$ cat src/rtl/arrow_sequencer.sv
// Arrow game sequencer: picks an LFSR-driven arrow each round, judges button
// presses against it, and keeps saturating hit/miss counts over a fixed number of rounds.
module arrow_sequencer #(
    parameter int unsigned BEAT_CYCLES = 25_000_000,
    parameter int unsigned GAP_CYCLES  = 2_500_000,
    parameter int unsigned ROUNDS      = 16,
    parameter logic [7:0]  LFSR_SEED   = 8'hA5,
    parameter int unsigned SCORE_W     = 8
) (
    input  logic               clk,
    input  logic               reset,
    input  logic               start,
    input  logic [3:0]         btn,
    output logic [1:0]         direction,
    output logic               vga_on,
    output logic               active,
    output logic [SCORE_W-1:0] hit_count,
    output logic [SCORE_W-1:0] miss_count,
    output logic               game_over
);

    localparam int unsigned MAX_CYC = (BEAT_CYCLES > GAP_CYCLES) ? BEAT_CYCLES : GAP_CYCLES;
    localparam int unsigned TW      = $clog2(MAX_CYC) + 1;
    localparam logic [TW-1:0] BEAT_LOAD = TW'(BEAT_CYCLES - 1);
    localparam logic [TW-1:0] GAP_LOAD  = TW'(GAP_CYCLES - 1);
    localparam logic [7:0]    LAST_ROUND = 8'(ROUNDS);

    typedef enum logic [2:0] {
        IDLE,
        SHOW,
        HIT,
        MISS,
        GAP,
        DONE
    } state_t;

    state_t             state, state_n;
    logic [TW-1:0]      timer, timer_n;
    logic [7:0]         round, round_n;
    logic [7:0]         lfsr, lfsr_n;
    logic [1:0]         dir, dir_n;
    logic [SCORE_W-1:0] hits, hits_n;
    logic [SCORE_W-1:0] misses, misses_n;

    logic [3:0] sync1, sync2, prev;
    logic [3:0] rise;
    logic [3:0] expect_btn;
    logic       good, bad, timer_zero;
    logic [7:0] lfsr_step, seed_step;
    logic [SCORE_W-1:0] hits_inc, misses_inc;

    // Buttons are asynchronous: two flops for metastability, a third for edge detect.
    always_ff @(posedge clk) begin
        if (reset) begin
            sync1 <= '0;
            sync2 <= '0;
            prev  <= '0;
        end else begin
            sync1 <= btn;
            sync2 <= sync1;
            prev  <= sync2;
        end
    end

    assign rise       = sync2 & ~prev;
    assign expect_btn = 4'b0001 << dir;
    assign good       = (rise == expect_btn);
    assign bad        = (rise != 4'b0000) && !good;
    assign timer_zero = (timer == '0);

    // Fibonacci LFSR, x^8+x^6+x^5+x^4+1, shifting towards the MSB.
    assign lfsr_step = {lfsr[6:0], lfsr[7] ^ lfsr[5] ^ lfsr[4] ^ lfsr[3]};
    assign seed_step = {LFSR_SEED[6:0],
                        LFSR_SEED[7] ^ LFSR_SEED[5] ^ LFSR_SEED[4] ^ LFSR_SEED[3]};

    assign hits_inc   = (&hits)   ? hits   : hits   + SCORE_W'(1);
    assign misses_inc = (&misses) ? misses : misses + SCORE_W'(1);

    always_ff @(posedge clk) begin
        if (reset) begin
            state  <= IDLE;
            timer  <= '0;
            round  <= '0;
            lfsr   <= LFSR_SEED;
            dir    <= '0;
            hits   <= '0;
            misses <= '0;
        end else begin
            state  <= state_n;
            timer  <= timer_n;
            round  <= round_n;
            lfsr   <= lfsr_n;
            dir    <= dir_n;
            hits   <= hits_n;
            misses <= misses_n;
        end
    end

    always_comb begin
        state_n  = state;
        timer_n  = timer;
        round_n  = round;
        lfsr_n   = lfsr;
        dir_n    = dir;
        hits_n   = hits;
        misses_n = misses;

        case (state)
            IDLE, DONE: begin
                if (start) begin
                    state_n  = SHOW;
                    hits_n   = '0;
                    misses_n = '0;
                    round_n  = 8'd1;
                    lfsr_n   = seed_step;
                    dir_n    = seed_step[1:0];
                    timer_n  = BEAT_LOAD;
                end
            end

            SHOW: begin
                // A press landing on the last beat cycle is judged and the round
                // still closes this cycle, so no timeout miss is added on top.
                if (good || bad) begin
                    if (good) hits_n   = hits_inc;
                    else      misses_n = misses_inc;
                    if (timer_zero) begin
                        state_n = GAP;
                        timer_n = GAP_LOAD;
                    end else begin
                        state_n = good ? HIT : MISS;
                        timer_n = timer - 1'b1;
                    end
                end else if (timer_zero) begin
                    misses_n = misses_inc;
                    state_n  = GAP;
                    timer_n  = GAP_LOAD;
                end else begin
                    timer_n = timer - 1'b1;
                end
            end

            HIT, MISS: begin
                if (timer_zero) begin
                    state_n = GAP;
                    timer_n = GAP_LOAD;
                end else begin
                    timer_n = timer - 1'b1;
                end
            end

            GAP: begin
                if (timer_zero) begin
                    if (round == LAST_ROUND) begin
                        state_n = DONE;
                    end else begin
                        state_n = SHOW;
                        round_n = round + 8'd1;
                        lfsr_n  = lfsr_step;
                        dir_n   = lfsr_step[1:0];
                        timer_n = BEAT_LOAD;
                    end
                end else begin
                    timer_n = timer - 1'b1;
                end
            end

            default: state_n = IDLE;
        endcase
    end

    assign direction  = dir;
    assign vga_on     = (state == HIT);
    assign active     = (state == SHOW) || (state == HIT) || (state == MISS);
    assign game_over  = (state == DONE);
    assign hit_count  = hits;
    assign miss_count = misses;

endmodule

$ cat config.mk
export PLATFORM = sky130hd
export DESIGN_NAME = arrow_sequencer
export DESIGN_NICKNAME = d
export VERILOG_FILES = /design/src/rtl/arrow_sequencer.sv
export SDC_FILE = /design/constraint.sdc
export NUM_CORES = 1
export LEC_CHECK = 0
export BUFFER_PORTS_ARGS = -buffer_cell sky130_fd_sc_hd__buf_2
export CAP_MARGIN = 20
export CELL_PAD_IN_SITES_DETAIL_PLACEMENT = 1
export CELL_PAD_IN_SITES_GLOBAL_PLACEMENT = 2
export CORE_MARGIN = 4
export CORE_UTILIZATION = 36
export DETAILED_ROUTE_END_ITERATION = 6
export GPL_ROUTABILITY_DRIVEN = 0
export HOLD_SLACK_MARGIN = 0.03
export PLACE_DENSITY = 0.89
export SYNTH_ARGS = -nofsm -noshare
export SYNTH_HDL_FRONTEND = slang
export SYNTH_SLANG_ARGS = --single-unit
$ cat constraint.sdc
create_clock -name clk -period 2.9 [get_ports clk]
set_input_delay 0 -clock clk [delete_from_list [all_inputs] [get_ports clk]]
set_output_delay 0 -clock clk [all_outputs]
set_load 0.02 [all_outputs]
=== After elaboration in Yosys (flattened, before gate mapping) ===
Index checks and enable logic that the tools add are counted.

* Bits of input ports: 7
* Register bits after elaboration: 75
* Output and inout bits: 21
* Word-level logic and storage cells: 92

* $add $sub $neg: 4
* Reduce and logical (&&, ||, !) cells: 21
* Mux-type cells: 35
* Equality and inequality tests: 16
* Shift-type cells: 1
* Bitwise gates (word level): 5

{| class="wikitable"
|+ Operator list
! operator !! number
|-
| $mux W8 || 14
|-
| $mux W26 || 4
|-
| $pmux W26 S3 || 1
|-
| $pmux W8 S2 || 4
|-
| $logic_not A26 Y1 || 1
|-
| $sub A26 B1 Y26 const B || 1
|-
| $add A8 B1 Y8 const B || 3
|-
| $mux W3 || 6
|-
| $reduce_and A8 Y1 || 2
|-
| $ne A2 B2 Y1 const B || 6
|-
| $pmux W3 S4 || 1
|-
| $ne A3 B3 Y1 const B || 3
|-
| $eq A8 B5 Y1 const B || 1
|-
| $reduce_and A4 Y1 || 2
|-
| $eq A3 B2 Y1 const B || 2
|-
| $eq A3 B3 Y1 const B || 2
|-
| $mux W2 || 3
|-
| $reduce_and A5 Y1 || 1
|-
| $and A4 B4 Y4 || 1
|-
| $eq A4 B4 Y1 || 1
|-
| $not A4 Y4 || 1
|-
| $pmux W2 S2 || 1
|-
| $reduce_bool A2 Y1 || 2
|-
| $reduce_bool A4 Y1 || 1
|-
| other kinds (13) || 18
|}

=== Longest topological paths before layout ===
Gate-level depths: netlist (run 1).

* Depth after elaboration: 8
* Mapped depth: 10

=== Worst setup path after synthesis (run 1) ===
Ideal clock, no wire load.

* Path type: register -> register
* From: register timer[16]
* To: register timer[10]
* Required time: 2.782 ns
* Setup slack: 0.428 ns
* Library setup time: 0.118 ns
* Arrival time: 2.354 ns
* Cell stages (with the launch flop): 9
* Clock period less this slack: 2.472 ns
* Buffers on the path: 2
* Path through: dfxtp_1 or4_4 or4_1 buf_2 or3_4 a21oi_4 buf_6 o22ai_1 o2bb2ai_1

* Longest elaborated chain between the ends: 3
* Elaborated cells on any way between the ends: 6
* Those cells by class: eq/ne: 1; mux: 3; reduce/logical: 2

{| class="wikitable"
|+ RTL lines
! element !! line !! RTL
|-
| start, declared || 38 || <nowiki>logic [TW-1:0] timer, timer_n;</nowiki>
|-
| start signal, assigned || 90 || <nowiki>timer <= timer_n;</nowiki>
|-
| $logic_not A26 Y1 * || 69 || <nowiki>assign timer_zero = (timer == '0);</nowiki>
|-
| $ne A3 B3 Y1 (no line), or another cell as far along || - ||
|-
| $reduce_and A3 Y1 (no line) / $pmux W26 S3 (equally long branches) || - ||
|}

Mark *: on every way between the ends. The rest lies on a longest branch, timed or not.
A chain may end at the register's enable or synchronous reset.

=== Worst setup path after layout (run 1) ===
* From: register timer[16]
* To: register timer[21]

* Longest elaborated chain between the ends: 3
* Elaborated cells on any way between the ends: 7
* Those cells by class: add/sub: 1; eq/ne: 1; mux: 3; reduce/logical: 2

{| class="wikitable"
|+ RTL lines
! element !! line !! RTL
|-
| $sub A26 B1 Y26 / $logic_not A26 Y1 (equally long branches) || - ||
|-
| $mux W26, or another cell as far along || 153 || <nowiki>if (timer_zero) begin</nowiki>
|-
| $pmux W26 S3 / $reduce_and A3 Y1 (equally long branches) || - ||
|}

Parallel ways exist; a longest one is shown, timed or not.

==> results of run 1 <==
==> where the power goes <==
group	internal, mW	total (mW)	switching (mW)
clock network	0.492	0.928	0.435
registers	1.08	1.16	0.0740
logic	0.206	0.546	0.340
==> logic make-up (layout without fill, tap and decap cells) <==
kind of cell	Yosys count	in the layout	synth area share [%]
and+or+nand+nor	194	194	27.04
AOI/OAI and AO/OA	141	141	25.16
DFF	74	74	38.39
buffers and inverters	44	81	4.734
muxes	7	7	1.816
adders and majority gates	6	6	1.945
xor gates and xnor gates	4	4	0.9081
==> final cells by class <==
class,instances,area (µm²),area share (%)
multi-input combinational,352,2195,49.51
clock inverter,7,100.1,2.258
clock buffer,9,123.9,2.794
inverter,18,67.56,1.524
tap,136,170.2,3.839
sequential,74,1481,33.42
timing repair buffer,47,295.3,6.661
==> cell usage in the layout, fill, tap and decap left out, drive strengths merged, types with 6 or more instances in the layout <==
cell,n
a21oi,48
a311oi,6
and3,8
buf,43
clkbuf,9
dfxtp,74
ha,6
inv,19
mux2i,7
nand2,36
nand2b,8
nand3,29
nand4,10
nor2,27
nor2b,14
nor3,18
o21a,9
o21ai,25
o221a,7
o31ai,6
or3,19
or4,10
==> critical path, stage by stage (launching register included) <==
cell and delay (ns):
dfxtp_1 0.38, or4_4 0.58, or4_1 0.44, buf_4 0.18, o31a_1 0.50, o31ai_1 0.18
a21oi_1 0.11, a311oi_1 0.25
==> metal layers <==
layer	track usage, %	vias up	share of wire [%]
met5	0	-	0
met4	4.704	0	1.1
met3	3.152	9	2.3
met2	31.68	33	50
met1	22.70	1868	46
li1	-	1822	-
==> flip-flops by register name, summed over array words and instances (netlist names) <==
register and count:
direction 1, hit_count 8, lfsr 8, miss_count 8, prev 4, round 8
state 3, sync1 4, sync2 4, timer 26
==> what timing repair did <==
action | 4_1_cts | 5_1_grt
buffers inserted | 0 | 0
endpoints found under the hold margin | 4 | 0
hold buffers | 4 | 0
==> through the flow <==
step	cells	utilization [%]	hold slack, ns
global placement	623	40.20	0.2104
finish	643	42.75	0.04524
detailed placement	623	40.20	0.2142
CTS	643	42.75	0.04061
floorplan	470	-	0.1282
global route	643	42.75	0.06166
==> final timing paths <==
path / start / endpoint / slack (ns) / cells past startpoint
min reg2reg: sync1[3]$_SDFF_PP0_ / sync2[3]$_SDFF_PP0_ / 0.45 / 1
max reg2reg: timer[16]$_SDFFE_PP0P_ / timer[21]$_SDFFE_PP0P_ / 0.18 / 7
min: reset / lfsr[7]$_SDFFE_PP1P_ / 0.05 / 3
max: timer[16]$_SDFFE_PP0P_ / timer[21]$_SDFFE_PP0P_ / 0.18 / 7
==> reports/qor.txt, run 1 <==
Pre-CTS worst setup slack - 0.2135 ns
Ys flop type - dfxtp_1
Max Clk Rate - 0.3682 GHz
Via count - 3732
Setup violators final - 0
Synth cell types - 65
DR iter-0 viols - 202
Drt wl/cell - 17.00 µm
H-tree depth - 3
Largest net degree at the start of global routing - 57
Seq cells post-synth - 74
Synth Area per Inst - 8.210 µm²
Die height - 111.5 µm
Drc violations - 0
First-pass GRT wire length - 18720 µm
Layout area overhead - 14.88%
Post-Syn Instances - 470
Post-synth top area cell - dfxtp_1
PortBufs - 27
Clk Latency, worst-skew pair - 0.36 ns
Setup CP Type - flop to flop
Layout cells sized above 1 - 14.99%
HP Class - input port to flop
Post-synth top cells - dfxtp_1, a21oi_1, nand2_1, nand3_1, nor2_1
Asr flop ratio synth - 0%
Dominant cell by count in the synthesized netlist - dfxtp_1
Sink Count - 74
RSZ-0062 raised after global routing - false
Post-route clock period utilization - 93.64%
Overall power - 2.630 mW
CP Data Arrival Time - 2.98 ns
Max-cap viol count - 0
Core Region - 0.01037 mm²
Synth Cell Area - 0.003859 mm²
I/O pin total - 28
Fin crit period - 2.716 ns
Layout Nets - 515
Synth area leaders - dfxtp_1, a21oi_1, nand3_1, nand2_1, or3_1
Die X-Extent - 111.5 µm
Pins Over Slew Limit - 0
# resized after CTS - 0
Number of synthesized flops with an enable pin - 0
Starting Density - 37.21%
Antenna violations before repair - 0
HPWL after DPL - 7508 µm
Root buffer cell - clkbuf_8
CP Max Fanout - 20
Tightest Pin Transition - 0.7959 ns
Overflow after GRT - 0
Fin Setup TNS - 0 ns
Static Leakage - 1.602 nW
VDD IR-drop max - 0.0002744 V
Syn nets - 483
Design area - 0.004433 mm²
Total Wirelength - 10930 µm
Pwr/cell area - 593.3 mW/mm²
DP Area - 0.004169 mm²
Antenna-violating nets left - 0
Die area - 0.01244 mm²
CTS Buffer Depth - 2
CP required - 3.16 ns
Filler cells - 1266
ANT cells - 0
Clock Skews - 0.01459 ns
Slew HR - 46.94%
Synth Warn # - 0
Via density - 5.804
Seq/Total Area, Yosys - 38.39%
CTS buffer count - 9
CP startpoint kind - flop
Status - finished, final reports clean
Tot GR Track Use - 17.98%
CP endpoint kind - flop
Std-Cell Rows - 37
CTS clk-pin slew, worst paths - 0.09 ns
Vias in the first global route - 3822
Synth top area share - 38.39%
TritonCTS clock tree - done
TritonRoute pass-1 iters - 4
Setup ws final - 0.1844 ns
Hold Vio Cnt, Final - 0
Note: power is estimated with default switching activity, not from simulation.
==> inputs of run 2 (changes only) <==
- RECOVER_POWER: default -> 50
- SETUP_SLACK_MARGIN: default -> 0.5
==> run 2 against run 1 <==
Fmax rose by 4.5%; sequential cell count unchanged; combinational power is 23% higher; largest cell class unchanged; global-route usage increased by 0.57 points; wire length grew 6.5%; cell count up 2.5%; sequential power hardly changed; clock-buffer cell count rose by 1; via count increased by 2.3%; critical endpoint is now miss_count[7]$_SDFFE_PP0P_.
==> reports/qor.txt, run 2 (synthesized netlist as in run 1, its figures left out) <==
Cells on worst reg2reg path - 7
Tot GR Track Use - 18.55%
Die height - 111.5 µm
Die area - 0.01244 mm²
Fin Setup TNS - 0 ns
CP endpoint kind - flop
Max reg flops - 26
CP Data Arrival Time - 2.86 ns
Via density - 5.792
DR iter-0 viols - 252
HPWL after DPL - 7383 µm
Tightest Pin Transition - 0.9296 ns
I/O pin total - 28
Static Leakage - 1.668 nW
Status - finished, final reports clean
Clk Latency, worst-skew pair - 0.36 ns
Pins Over Slew Limit - 0
CTS Buffer Depth - 2
Pre-CTS worst setup slack - 0.2423 ns
Post-route clock period utilization - 89.58%
Worst hold margin - 0.07673 ns
Most common cell after layout, fill and taps aside - dfxtp_1
Setup violators final - 0
Vias in the first global route - 3940
CP Max Fanout - 8
TritonCTS clock tree - done
PortBufs - 27
Antenna violations before repair - 0
Die X-Extent - 111.5 µm
Starting Density - 37.21%
Total Wirelength - 11650 µm
Root buffer cell - clkbuf_8
First-pass GRT wire length - 19240 µm
Most frequent cells in the layout - dfxtp_1, a21oi_1, nand2_1
Via count - 3817
CP required - 3.16 ns
CTS clk-pin slew, worst paths - 0.09 ns
CTS buffer count - 9
Drt wl/cell - 17.67 µm
Layout area overhead - 24.16%
Antenna-violating nets left - 0
Layout Nets - 531
Largest net degree at the start of global routing - 30
ANT cells - 0
Hold Path Cell Cnt - 4
CP startpoint kind - flop
Layout cells sized above 1 - 18.93%
HP Class - input port to flop
Overflow after GRT - 0
H-tree depth - 3
RSZ-0062 raised after global routing - true
TritonRoute pass-1 iters - 4
Pwr/cell area - 609.2 mW/mm²
Max-cap viol count - 0
Drc violations - 0
Biggest register - timer
Slew HR - 37.37%
Max Clk Rate - 0.3849 GHz
Sink Count - 74
Hold Vio Cnt, Final - 0
Clock Skews - 0.01010 ns
VDD IR-drop max - 0.0003456 V
Setup ws final - 0.3022 ns
Core Region - 0.01037 mm²
Fin crit period - 2.598 ns
Std-Cell Rows - 37
Overall power - 2.918 mW
Setup CP Type - flop to flop
[run 2: cell type report]
type / count / area [µm²]
fillers: 1247 / 5579
clock buffers: 10 / 127.6
clock inverters: 6 / 137.6
inverters: 18 / 67.56
repair buffers: 61 / 412.9
flip-flops and latches: 74 / 1491
multi-input cells: 354 / 2384
well taps: 136 / 170.2
[run 2: worst max-delay path, cell delays in order, from the launching register on]
cell and delay (ns):
dfxtp_4 0.37, or4_4 0.59, nor2_4 0.12, nand4_1 0.18
clkbuf_1 0.24, a22oi_1 0.36, nand3_1 0.31, o41ai_1 0.32
[run 2: timing repair]
action                                  in CTS  in global routing
gates cloned                                 3                  0
resized for setup                           23                 32
buffers inserted                             4                 11
hold buffers                                 4                  0
pin swaps                                    6                 16
hold endpoints to repair                     4                  0
endpoints found under the setup margin      37                 41
[run 2: final timing paths]
check        slack (ns)                          to             startpoint
max                0.30  miss_count[7]$_SDFFE_PP0P_  timer[8]$_SDFFE_PP0P_
min                0.08       state[0]$_SDFFE_PP0P_                  start
max reg2reg        0.30  miss_count[7]$_SDFFE_PP0P_  timer[8]$_SDFFE_PP0P_
min reg2reg        0.44         sync2[3]$_SDFF_PP0_    sync1[3]$_SDFF_PP0_
[run 2: power breakdown]
group / internal [mW] / total, mW / leakage, nW / switching (mW)
registers: 1.08 / 1.16 / 0.609 / 0.0793
logic: 0.281 / 0.674 / 0.929 / 0.393
clock network: 0.664 / 1.08 / 0.131 / 0.418
total: 2.03 / 2.92 / 1.67 / 0.891
[run 2: per-stage QoR]
stage | cell area [µm²] | util [%] | std cells
after CTS | 4631 | 44.65 | 648
after detailed placement | 4154 | 40.06 | 621
after floorplan | 3861 | - | 470
after global placement | 4154 | 40.06 | 621
after global routing | 4791 | 46.20 | 659
final | 4791 | 46.20 | 659
[run 2: per-layer routing]
layer	routed length [µm]	track usage (%)
met3	430	3.533
met1	5195	22.97
met2	5787	31.77
met4	231	7.380
met5	0	0
==> inputs of run 3 (changes only) <==
- ABC_AREA: default -> 1
- CORE_UTILIZATION: 36 -> 35
- CTS_BUF_LIST: default -> sky130_fd_sc_hd__clkbuf_2
- PLACE_DENSITY: 0.89 -> 0.92
==> run 3 against run 2 <==
Sequential power increased by 5%; clock-buffer cell count is 1 lower; cell count increased by 31%; final area grew 0.39%; power shrank 2.1%; sequential cell count unchanged; clock power decreased by 38%; wire length up 7.9%; utilization shrank 6.5 points; non-clock buffer count shrank 20; die area grew 15%.
==> reports/qor.txt, run 3 <==
PortBufs - 27
Seq cells post-synth - 74
Sink Count - 74
Core Region - 0.01211 mm²
I/O pin total - 28
HP Class - flop to flop
Most common cell after layout, fill and taps aside - nand2_1
Seq/Total Area, Yosys - 34.06%
Synth cell types - 43
Number of synthesized flops with an enable pin - 0
Clk Latency, worst-skew pair - 0.61 ns
Synth area leaders - dfxtp_1, nand2_1, nor2_1, nand3_1, inv_1
Mux share of post-synthesis cell area - 0%
Drc violations - 0
Total Wirelength - 12570 µm
Post-route clock period utilization - 84.46%
Slew HR - 20.47%
Static Leakage - 1.952 nW
VDD IR-drop max - 0.0002820 V
Post-synth top cells - nand2_1, nor2_1, dfxtp_1, inv_1, nand3_1
Setup CP Type - flop to flop
Asr flop ratio synth - 0%
Via count - 4293
DR iter-0 viols - 169
Tightest Pin Transition - 1.193 ns
Footprint of the multi-input gates - 0.002472 mm²
Layout cells sized above 1 - 8.908%
Post-synth top area cell - dfxtp_1
Via density - 4.969
Max-cap viol count - 0
Fin Setup TNS - 0 ns
Drt wl/cell - 14.54 µm
TritonCTS clock tree - done
Overflow after GRT - 0
Crit path from - timer[8]$_SDFFE_PP0P_
WL met2 - 6222 µm
RSZ-0062 raised after global routing - true
Pwr/cell area - 593.8 mW/mm²
Most frequent cells in the layout - nand2_1, nor2_1, dfxtp_1
Max reg flops - 26
Setup violators final - 0
Post-Syn Instances - 658
Tot GR Track Use - 18.37%
Layout Nets - 704
Filler cells - 1628
Biggest register - timer
Antenna-violating nets left - 0
Std-Cell Rows - 40
Synth Area per Inst - 6.610 µm²
Die X-Extent - 119.5 µm
Design area - 0.004810 mm²
Synth top area share - 34.06%
TritonRoute pass-1 iters - 4
H-tree depth - 3
ANT cells - 0
HPWL after DPL - 9069 µm
Post-CTS setup buffers - 0
Root buffer cell - clkbuf_2
M1 WL - 5849 µm
Dominant cell by count in the synthesized netlist - nand2_1
Syn nets - 671
Starting Density - 35.91%
CP endpoint kind - flop
CP startpoint kind - flop
Layout area overhead - 10.59%
Uppermost layer routed - met4
Largest net degree at the start of global routing - 53
Register Area - 0.001481 mm²
Die height - 119.5 µm
Compound-gate portion of the synthesized area - 11.48%
CP required - 3.49 ns
CTS clk-pin slew, worst paths - 0.27 ns
Clock Skews - 0.03568 ns
Fin crit period - 2.449 ns
Post-synthesis adder-cell area fraction - 1.726%
Hold Vio Cnt, Final - 0
CTS buffer count - 9
RR Startpoint - timer[8]$_SDFFE_PP0P_
Simple-gate share of the synthesized area - 38.32%
Die area - 0.01427 mm²
CTS Buffer Depth - 2
DR WL met3 - 294 µm
Ys flop type - dfxtp_1
First-pass GRT wire length - 21390 µm
Post-synthesis xor/xnor area fraction - 5.437%
Vias in the first global route - 4422
CP Data Arrival Time - 3.04 ns
Synth Warn # - 0
CP Max Fanout - 8
DP Area - 0.004603 mm²
Largest family of logic cells by synthesized area - simple AND/OR/NAND/NOR gates
Antenna violations before repair - 0
Max Clk Rate - 0.4083 GHz
Pins Over Slew Limit - 0
Origin of the worst min-delay path - sync1[3]$_SDFF_PP0_
Status - finished, final reports clean
Synth Cell Area - 0.004349 mm²
## run 3: changes by cell type in the layout (fill, tap and decap cells not counted), sizes merged, moves of 19 or more
cell / change
buf: -24
inv: +59
nand2: +124
nand3: +31
nor2: +101
or3: -19
xor2: +22
## run 3: worst max-delay path, cell delays in order (launching register included)
cell,delay [ns]
dfxtp_1,0.42
nor2_1,0.32
nand2_2,0.17
nor2_4,0.21
nand2_1,0.11
nor2_4,0.25
nor2_1,0.09
nor2_1,0.14
nand2_1,0.07
a21oi_1,0.10
dlygate4sd3_1,0.57
## run 3: final cells by class
class / count / area share (%)
Clock buffer: 9 / 0.9365
Clock inverter: 7 / 1.743
Inverter: 73 / 5.749
Multi-Input combinational cell: 492 / 51.40
Sequential cell: 74 / 30.80
Tap cell: 168 / 4.370
Timing Repair Buffer: 41 / 4.995
## run 3: layer usage
layer | vias up | track usage, %
met3 | 18 | 3.466
met5 | - | 0
li1 | 2159 | -
met1 | 2074 | 23.27
met2 | 42 | 31.07
met4 | 0 | 6.657
## run 3: path summary, 6_finish.rpt
path | end | slack (ns) | depth (start not counted)
setup / recovery | state[0]$_SDFFE_PP0P_ | 0.45 | 10
hold / removal | sync2[3]$_SDFF_PP0_ | 0.42 | 2
setup reg to reg | state[0]$_SDFFE_PP0P_ | 0.45 | 10
hold reg to reg | sync2[3]$_SDFF_PP0_ | 0.42 | 2
## run 3: kinds of logic (layout without fill, tap and decap cells)
logic type / count (synthesis) / count (layout)
flops: 74 / 74
compound gates: 88 / 88
buf+inv: 92 / 130
fa+ha+maj: 6 / 6
simple gates: 371 / 371
xor+xnor: 27 / 27
## run 3: power by group
group | switching (mW) | internal, mW
logic | 0.665 | 0.302
clock network | 0.450 | 0.216
registers | 0.107 | 1.12
## run 3: timing repair
item	CTS	global route
setup endpoints to repair	0	8
resized for setup	0	3
hold buffers	11	0
hold endpoints to repair	57	0
## run 3: stage by stage
stage | setup slack (ns) | hold WS, ns | instances | power, mW | utilization (%)
floorplan | 1.190 | 0.1070 | 658 | 1.965 | -
global placement | 0.7518 | 0.2026 | 837 | 2.167 | 38.01
detailed placement | 0.6656 | 0.2104 | 837 | 2.200 | 38.01
CTS | 0.5457 | 0.4328 | 864 | 2.893 | 39.98
global route | 0.1962 | 0.4387 | 864 | 3.074 | 39.71
finish | 0.4507 | 0.4243 | 864 | 2.856 | 39.71
